## src/rtl/decode_cycle_if.sv

```systemverilog
// rtl/decode_cycle_if.sv - IF/ID, writeback and ID/EX signal bundle for the decode stage
interface decode_cycle_if;
    logic [31:0] InstrD;
    logic [31:0] PCD;
    logic [31:0] PCPlus4D;
    logic        FlushE;
    logic        RegWriteW;
    logic [4:0]  RDW;
    logic [31:0] ResultW;

    logic        RegWriteE;
    logic        MemWriteE;
    logic        BranchE;
    logic        JumpE;
    logic        ALUSrcE;
    logic [1:0]  ResultSrcE;
    logic [2:0]  ALUControlE;
    logic [31:0] RD1E;
    logic [31:0] RD2E;
    logic [31:0] Imm_Ext_E;
    logic [4:0]  RS1_E;
    logic [4:0]  RS2_E;
    logic [4:0]  RD_E;
    logic [31:0] PCE;
    logic [31:0] PCPlus4E;

    // Pipeline side that drives the decode stage (fetch, writeback, hazard unit)
    modport master (
        output InstrD, PCD, PCPlus4D, FlushE, RegWriteW, RDW, ResultW,
        input  RegWriteE, MemWriteE, BranchE, JumpE, ALUSrcE, ResultSrcE, ALUControlE,
        input  RD1E, RD2E, Imm_Ext_E, RS1_E, RS2_E, RD_E, PCE, PCPlus4E
    );

    // Decode stage itself
    modport slave (
        input  InstrD, PCD, PCPlus4D, FlushE, RegWriteW, RDW, ResultW,
        output RegWriteE, MemWriteE, BranchE, JumpE, ALUSrcE, ResultSrcE, ALUControlE,
        output RD1E, RD2E, Imm_Ext_E, RS1_E, RS2_E, RD_E, PCE, PCPlus4E
    );
endinterface

```

## src/rtl/decode_cycle.sv

```systemverilog
// rtl/decode_cycle.sv - RV32I decode stage: control decode, register file, immediates, ID/EX register
module decode_cycle (
    input  logic          clk,
    input  logic          rst,
    decode_cycle_if.slave bus
);
    typedef struct packed {
        logic        reg_write;
        logic        mem_write;
        logic        branch;
        logic        jump;
        logic        alu_src;
        logic [1:0]  result_src;
        logic [2:0]  alu_ctrl;
        logic [31:0] rd1;
        logic [31:0] rd2;
        logic [31:0] imm;
        logic [4:0]  rs1;
        logic [4:0]  rs2;
        logic [4:0]  rd;
        logic [31:0] pc;
        logic [31:0] pc_plus4;
    } idex_t;

    logic [31:0] instr;
    logic [6:0]  opcode;
    logic [2:0]  funct3;
    logic [4:0]  rs1_idx;
    logic [4:0]  rs2_idx;
    logic [4:0]  rd_idx;
    logic [31:0] imm_i, imm_s, imm_b, imm_j;

    assign instr   = bus.InstrD;
    assign opcode  = instr[6:0];
    assign funct3  = instr[14:12];
    assign rs1_idx = instr[19:15];
    assign rs2_idx = instr[24:20];
    assign rd_idx  = instr[11:7];
    assign imm_i   = {{20{instr[31]}}, instr[31:20]};
    assign imm_s   = {{20{instr[31]}}, instr[31:25], instr[11:7]};
    assign imm_b   = {{20{instr[31]}}, instr[7], instr[30:25], instr[11:8], 1'b0};
    assign imm_j   = {{12{instr[31]}}, instr[19:12], instr[20], instr[30:21], 1'b0};

    logic [31:0] regs_q [32];
    logic [31:0] regs_d [32];
    logic        wb_en;

    // x0 is never written, so it stays at its reset value of zero
    assign wb_en = bus.RegWriteW && (bus.RDW != 5'd0);

    // Register-file next state: single write port from writeback
    always_comb begin
        regs_d = regs_q;
        if (wb_en) begin
            regs_d[bus.RDW] = bus.ResultW;
        end
    end

    // Register-file storage, cleared by reset
    always_ff @(posedge clk or negedge rst) begin
        if (!rst) begin
            for (int i = 0; i < 32; i++) begin
                regs_q[i] <= 32'd0;
            end
        end else begin
            regs_q <= regs_d;
        end
    end

    logic [31:0] rd1, rd2;

    // Reads are write-first: a same-cycle writeback to the read index is forwarded
    always_comb begin
        rd1 = regs_q[rs1_idx];
        rd2 = regs_q[rs2_idx];
        if (wb_en && (bus.RDW == rs1_idx)) rd1 = bus.ResultW;
        if (wb_en && (bus.RDW == rs2_idx)) rd2 = bus.ResultW;
        if (rs1_idx == 5'd0) rd1 = 32'd0;
        if (rs2_idx == 5'd0) rd2 = 32'd0;
    end

    logic        reg_write, mem_write, branch, jump, alu_src;
    logic [1:0]  result_src;
    logic [2:0]  alu_ctrl;
    logic [31:0] imm;

    // Main/ALU decoder; anything unrecognised leaves every control at zero (bubble)
    always_comb begin
        reg_write  = 1'b0;
        mem_write  = 1'b0;
        branch     = 1'b0;
        jump       = 1'b0;
        alu_src    = 1'b0;
        result_src = 2'b00;
        alu_ctrl   = 3'b000;
        imm        = 32'd0;
        case (opcode)
            7'b0000011: begin
                reg_write  = 1'b1;
                alu_src    = 1'b1;
                result_src = 2'b01;
                imm        = imm_i;
            end
            7'b0100011: begin
                mem_write = 1'b1;
                alu_src   = 1'b1;
                imm       = imm_s;
            end
            7'b0110011: begin
                case (funct3)
                    3'b000: begin reg_write = 1'b1; alu_ctrl = instr[30] ? 3'b001 : 3'b000; end
                    3'b010: begin reg_write = 1'b1; alu_ctrl = 3'b101; end
                    3'b110: begin reg_write = 1'b1; alu_ctrl = 3'b011; end
                    3'b111: begin reg_write = 1'b1; alu_ctrl = 3'b010; end
                    default: ;
                endcase
            end
            7'b0010011: begin
                imm = imm_i;
                case (funct3)
                    3'b000: begin reg_write = 1'b1; alu_src = 1'b1; alu_ctrl = 3'b000; end
                    3'b010: begin reg_write = 1'b1; alu_src = 1'b1; alu_ctrl = 3'b101; end
                    3'b110: begin reg_write = 1'b1; alu_src = 1'b1; alu_ctrl = 3'b011; end
                    3'b111: begin reg_write = 1'b1; alu_src = 1'b1; alu_ctrl = 3'b010; end
                    default: ;
                endcase
            end
            7'b1100011: begin
                branch   = 1'b1;
                alu_ctrl = 3'b001;
                imm      = imm_b;
            end
            7'b1101111: begin
                reg_write  = 1'b1;
                jump       = 1'b1;
                result_src = 2'b10;
                imm        = imm_j;
            end
            default: ;
        endcase
    end

    idex_t idex_d, idex_q;

    // ID/EX next value; a taken branch/jump in EX squashes the whole register
    always_comb begin
        idex_d = '0;
        if (!bus.FlushE) begin
            idex_d.reg_write  = reg_write;
            idex_d.mem_write  = mem_write;
            idex_d.branch     = branch;
            idex_d.jump       = jump;
            idex_d.alu_src    = alu_src;
            idex_d.result_src = result_src;
            idex_d.alu_ctrl   = alu_ctrl;
            idex_d.rd1        = rd1;
            idex_d.rd2        = rd2;
            idex_d.imm        = imm;
            idex_d.rs1        = rs1_idx;
            idex_d.rs2        = rs2_idx;
            idex_d.rd         = rd_idx;
            idex_d.pc         = bus.PCD;
            idex_d.pc_plus4   = bus.PCPlus4D;
        end
    end

    // ID/EX pipeline register, advances every edge
    always_ff @(posedge clk or negedge rst) begin
        if (!rst) begin
            idex_q <= '0;
        end else begin
            idex_q <= idex_d;
        end
    end

    assign bus.RegWriteE   = idex_q.reg_write;
    assign bus.MemWriteE   = idex_q.mem_write;
    assign bus.BranchE     = idex_q.branch;
    assign bus.JumpE       = idex_q.jump;
    assign bus.ALUSrcE     = idex_q.alu_src;
    assign bus.ResultSrcE  = idex_q.result_src;
    assign bus.ALUControlE = idex_q.alu_ctrl;
    assign bus.RD1E        = idex_q.rd1;
    assign bus.RD2E        = idex_q.rd2;
    assign bus.Imm_Ext_E   = idex_q.imm;
    assign bus.RS1_E       = idex_q.rs1;
    assign bus.RS2_E       = idex_q.rs2;
    assign bus.RD_E        = idex_q.rd;
    assign bus.PCE         = idex_q.pc;
    assign bus.PCPlus4E    = idex_q.pc_plus4;
endmodule

```

## src/flat_wrapper.sv

```systemverilog
// flat-port wrapper written by rule: the top's interface ports become plain ports
module decode_cycle_flat 
  (clk, rst, bus_InstrD, bus_PCD, bus_PCPlus4D, bus_FlushE, bus_RegWriteW, bus_RDW, bus_ResultW, bus_RegWriteE, bus_MemWriteE, bus_BranchE, bus_JumpE, bus_ALUSrcE, bus_ResultSrcE, bus_ALUControlE, bus_RD1E, bus_RD2E, bus_Imm_Ext_E, bus_RS1_E, bus_RS2_E, bus_RD_E, bus_PCE, bus_PCPlus4E);
  decode_cycle_if bus_i ();
  input  logic clk;
  input  logic rst;
  input wire logic [$bits(bus_i.InstrD)-1:0] bus_InstrD;
  input wire logic [$bits(bus_i.PCD)-1:0] bus_PCD;
  input wire logic [$bits(bus_i.PCPlus4D)-1:0] bus_PCPlus4D;
  input wire logic [$bits(bus_i.FlushE)-1:0] bus_FlushE;
  input wire logic [$bits(bus_i.RegWriteW)-1:0] bus_RegWriteW;
  input wire logic [$bits(bus_i.RDW)-1:0] bus_RDW;
  input wire logic [$bits(bus_i.ResultW)-1:0] bus_ResultW;
  output wire logic [$bits(bus_i.RegWriteE)-1:0] bus_RegWriteE;
  output wire logic [$bits(bus_i.MemWriteE)-1:0] bus_MemWriteE;
  output wire logic [$bits(bus_i.BranchE)-1:0] bus_BranchE;
  output wire logic [$bits(bus_i.JumpE)-1:0] bus_JumpE;
  output wire logic [$bits(bus_i.ALUSrcE)-1:0] bus_ALUSrcE;
  output wire logic [$bits(bus_i.ResultSrcE)-1:0] bus_ResultSrcE;
  output wire logic [$bits(bus_i.ALUControlE)-1:0] bus_ALUControlE;
  output wire logic [$bits(bus_i.RD1E)-1:0] bus_RD1E;
  output wire logic [$bits(bus_i.RD2E)-1:0] bus_RD2E;
  output wire logic [$bits(bus_i.Imm_Ext_E)-1:0] bus_Imm_Ext_E;
  output wire logic [$bits(bus_i.RS1_E)-1:0] bus_RS1_E;
  output wire logic [$bits(bus_i.RS2_E)-1:0] bus_RS2_E;
  output wire logic [$bits(bus_i.RD_E)-1:0] bus_RD_E;
  output wire logic [$bits(bus_i.PCE)-1:0] bus_PCE;
  output wire logic [$bits(bus_i.PCPlus4E)-1:0] bus_PCPlus4E;
  assign bus_i.InstrD = bus_InstrD;
  assign bus_i.PCD = bus_PCD;
  assign bus_i.PCPlus4D = bus_PCPlus4D;
  assign bus_i.FlushE = bus_FlushE;
  assign bus_i.RegWriteW = bus_RegWriteW;
  assign bus_i.RDW = bus_RDW;
  assign bus_i.ResultW = bus_ResultW;
  assign bus_RegWriteE = bus_i.RegWriteE;
  assign bus_MemWriteE = bus_i.MemWriteE;
  assign bus_BranchE = bus_i.BranchE;
  assign bus_JumpE = bus_i.JumpE;
  assign bus_ALUSrcE = bus_i.ALUSrcE;
  assign bus_ResultSrcE = bus_i.ResultSrcE;
  assign bus_ALUControlE = bus_i.ALUControlE;
  assign bus_RD1E = bus_i.RD1E;
  assign bus_RD2E = bus_i.RD2E;
  assign bus_Imm_Ext_E = bus_i.Imm_Ext_E;
  assign bus_RS1_E = bus_i.RS1_E;
  assign bus_RS2_E = bus_i.RS2_E;
  assign bus_RD_E = bus_i.RD_E;
  assign bus_PCE = bus_i.PCE;
  assign bus_PCPlus4E = bus_i.PCPlus4E;
  decode_cycle u_core (.clk(clk), .rst(rst), .bus(bus_i));
endmodule
```

## config.mk

```make
export PLATFORM = sky130hd
export DESIGN_NAME = decode_cycle_flat
export DESIGN_NICKNAME = d
export VERILOG_FILES = /design/src/rtl/decode_cycle_if.sv /design/src/rtl/decode_cycle.sv /design/src/flat_wrapper.sv
export SDC_FILE = /design/constraint.sdc
export NUM_CORES = 2
export LEC_CHECK = 0
export BUFFER_PORTS_ARGS = -buffer_cell sky130_fd_sc_hd__buf_2
export CORE_ASPECT_RATIO = 0.6
export CORE_MARGIN = 5
export CORE_UTILIZATION = 45
export DETAILED_ROUTE_END_ITERATION = 8
export GPL_TIMING_DRIVEN = 0
export PLACE_DENSITY = 0.61
export RECOVER_POWER = 25
export SLEW_MARGIN = 40
export SYNTH_ARGS = -nofsm -noshare
export SYNTH_HDL_FRONTEND = slang
export SYNTH_SLANG_ARGS = --single-unit
```

## constraint.sdc

```tcl
create_clock -name clk -period 2.07 [get_ports clk]
set_input_delay 0.3105 -clock clk [delete_from_list [all_inputs] [get_ports clk]]
set_output_delay 0.3105 -clock clk [all_outputs]
set_load 0.02 [all_outputs]
```

==> flow_summary.ini <==
[floorplan]
initial_core_utilization_pct = 45.4
die_width_um = 485
dieArea_sq_um = 143000
io-pin-count = 322
std_cell_rows = 104
die_height_um = 295
design.core.area_sq_um = 134000

[critical_path]
ff2ff_path_depth = 5
cp.arrival_ns = 2.88
worst-setup-path-type = in -> reg
crit_path_start_kind = input port
worstPathRequired_ns = 2.73
crit-reg2reg-capture = u_core.bus.RD1E[0]
worstPathMaxFanout = 10
worst-r2r-setup-slack_ns = -0.01
worstSetupEndpointType = flop
rr_startpoint = u_core.regs_q[768]

[yosys]
part_of_the_yosys_area_used_for_sequential_elements_pct = 49.1
synth.most_common_cell = sky130_fd_sc_hd__dfrtp_1
synth_async_sr_flop_share_pct = 100
synth_compound_gate_area_share_pct = 4.42
yosysTopAreaCell = sky130_fd_sc_hd__dfrtp_1
post_synth_instance_area_sq_um = 61000
synth.net_count = 4369
avgSynthCellArea_sq_um = 14.4
synthDominantCellAreaShare_pct = 49.1
post_synth_and_or_nand_nor_area_fraction_pct = 3.83
synth_top_family_by_area = multiplexers
synthFlopType = sky130_fd_sc_hd__dfrtp_1
number_of_enable_flip_flop_cells_after_synthesis = 0
synthesis.yosys.warnings = 0
yosys-mux-area-fraction_pct = 38.7
yosys_register_bits = 1197
synthAdderAreaFrac_pct = 0
netlist_instances = 4232
yosys-top-cells-area = sky130_fd_sc_hd__dfrtp_1 49%, sky130_fd_sc_hd__mux2_2 19%, sky130_fd_sc_hd__mux4_2 15%, sky130_fd_sc_hd__mux2i_1 4.7%, sky130_fd_sc_hd__nor2b_1 1.4%
ys_top_cells_by_count = 1197 x sky130_fd_sc_hd__dfrtp_1, 1006 x sky130_fd_sc_hd__mux2_2, 405 x sky130_fd_sc_hd__mux4_2
synth_xor_area_share_pct = 0.144
synthDistinctLibCells = 65

[global_routing]
antenna_violations_before_repair = 26
gr-usage-all-layers_pct = 39.8
grt_pass1_wl_um = 387000
first_global_vias = 44700
grt_max_degree = 100
global_route.overflow_total = 0

[timing]
tightestPinTransition_ns = 1.39
finalWorstSetupSlack_ns = -0.158
timing.fmax_mhz = 449
maxSlewViolCount = 0
period_minus_slack_ns = 2.23
tns_ns = -10.89
hold_viol = 0
clock_skew_ns = 0.0338
fin_crit_sh_pct = 108
slew_headroom_pct = 7.48
final_setup_viols = 225

[clocking]
number_of_buffers_between_clock_root_and_the_deepest_sink = 3
clk_transition_reported_paths_ns = 0.06
h_tree_levels = 3
number_of_buffers_added_by_the_clock_tree_synthesis_step = 115
root_buffer = sky130_fd_sc_hd__clkbuf_16
tritoncts = done
clock-sinks = 1197
clk-insertion-delay-late_ns = 0.79

[placed_design]
placed_instance_area_sq_um = 66200
dp_hpwl_um = 198000
gpl.final_weighted_congestion = 1.07
dpl.cell_count = 6391
place.port_buffers = 313

[power_and_ir_drop]
fin_total_pwr_w = 0.0689
vdd_ir_drop_max_uv = 659
pwr_density_cell_nw_per_um2 = 946
power_leakage_nw = 32.9

[finish]
final.fill_count = 11300
syn2layout_area_growth_pct = 19.5
post_layout_nonfiller_instances = 6783
regArea_sq_um = 30000
final_design_area_no_fill_sq_um = 72800
area_of_combinational_cells_with_multiple_inputs_sq_um = 29100
nets = 5005
post_route_cells_drive_above_1_share_pct = 48.2

[drt]
drtPass1Iterations = 7
ant_nets = 0
drt-vias-per-instance = 6.90
dr_total_vias = 46800
routed_wirelength_um = 293000
wl_per_cell_um = 43.1
first_iter_violations = 7398
drc = 0

[worst_hold_path]
hold_startpoint = bus_InstrD[5]
timing.hold.worst_path_depth = 3
hold_path_class = in -> reg
hold_path_end = u_core.bus.ALUSrcE

[run]
number_of_max_cap_violations = 0

[outcome]
status = complete, but fails checks
violations = negative setup slack
## per-stage QoR
stage / hold slack (ns) / util [%] / setup slack [ns]
2_1_floorplan: 0.0149 / - / -0.000419
3_3_place_gp: 0.453 / 48.3 / -26.74
3_5_place_dp: 0.203 / 49.3 / -1.95
4_1_cts: -0.508 / 53.8 / 0.000574
5_1_grt: 0.110 / 54.2 / -0.0409
6_report: 0.0738 / 54.2 / -0.158
## timing repair
| item | 4_1_cts | 5_1_grt |
|---|---|---|
| hold buffers | 125 | 21 |
| pin swaps | 6 | 5 |
| setup endpoints to repair | 67 | 149 |
| endpoints found under the hold margin | 505 | 156 |
| buffers inserted | 9 | 8 |
| gates cloned | 0 | 2 |
| gates resized for setup | 197 | 96 |
## registers in the layout, summed over array words and instances, names as in the netlist
register / flops
u_core.bus.ALUControlE: 3
u_core.bus.ALUSrcE: 1
u_core.bus.BranchE: 1
u_core.bus.Imm_Ext_E: 21
u_core.bus.JumpE: 1
u_core.bus.MemWriteE: 1
u_core.bus.PCE: 32
u_core.bus.PCPlus4E: 32
u_core.bus.RD1E: 32
u_core.bus.RD2E: 32
u_core.bus.RD_E: 5
u_core.bus.RS1_E: 5
u_core.bus.RS2_E: 5
u_core.bus.RegWriteE: 1
u_core.bus.ResultSrcE: 1
u_core.regs_q: 1024
## cell usage in the layout, fill, tap and decap left out, drive strengths merged, types with 16 or more instances in the layout
| cell | netlist | final |
|---|---|---|
| nor2b | 140 | 140 |
| nand3 | 52 | 52 |
| bufinv | 0 | 16 |
| mux4 | 416 | 416 |
| nand2 | 120 | 120 |
| mux2i | 285 | 285 |
| a211oi | 57 | 57 |
| o22ai | 73 | 73 |
| dfrtp | 1197 | 1197 |
| clkbuf | 213 | 381 |
| a22oi | 88 | 88 |
| nor2 | 50 | 50 |
| nor3 | 19 | 19 |
| o21ai | 56 | 56 |
| mux2 | 1007 | 1007 |
| clkinv | 0 | 26 |
| a21oi | 83 | 83 |
| diode | 0 | 21 |
| dlygate4sd3 | 0 | 136 |
| buf | 249 | 623 |
## metal layers
layer  vias up  part of all wire (%)  global-route usage [%]
li1      17300                     -                       -
met1     24600                    38                    52.8
met2      3980                    39                    51.5
met3       882                    17                    23.4
met4        20                   5.8                    18.7
met5         -                  0.12                    1.35
## cell families after synthesis
group,after synthesis
buffers and inverters,464
AO/OA/AOI/OAI,407
AND/OR/NAND/NOR,446
multiplexers,1708
flip-flops,1197
XOR/XNOR,10
## power by group
group	total [W]	leakage [nW]	switching [W]	internal (W)
Clock	0.0236	2.04	0.0102	0.0135
Combinational	0.0149	15.4	0.00715	0.00771
Sequential	0.0304	15.4	0.00306	0.0274
Total	0.0689	32.9	0.0204	0.0485
## final cells by class
cell class	instances	share of cell area (%)
sequential	1197	41.1
multi-input combinational	2571	39.9
timing repair buffer	522	5.75
clock buffer	160	4.68
buffer	460	4.44
tap	1802	3.09
clock inverter	49	0.953
antenna	21	0.0721
inverter	1	0.00515
## critical path, stage by stage
cell and delay (ns):
sky130_fd_sc_hd__buf_2 0.23, sky130_fd_sc_hd__buf_2 0.30, sky130_fd_sc_hd__nand3_1 0.15, sky130_fd_sc_hd__nor2_1 0.74, sky130_fd_sc_hd__buf_2 0.71, sky130_fd_sc_hd__mux2_2 0.41
## how the worst max path moves through the flow
| stage | start | to | slack (ns) | depth (start not counted) |
|---|---|---|---|---|
| 2_1_floorplan | bus_InstrD[15] | u_core.bus.RD1E[8] | -0.0004 | 10 |
| 3_3_place_gp | rst | u_core.regs_q[946] | -26.74 | 1 |
| 3_5_place_dp | bus_InstrD[17] | u_core.bus.RD1E[20] | -1.95 | 9 |
| 4_1_cts | bus_InstrD[21] | u_core.bus.RD2E[21] | 0.0006 | 8 |
| 5_1_grt | bus_RDW[1] | u_core.bus.RD1E[19] | -0.04 | 9 |
| 6_report | bus_RDW[3] | u_core.regs_q[22] | -0.16 | 6 |
No activity file was read; power rests on OpenSTA's default activity.
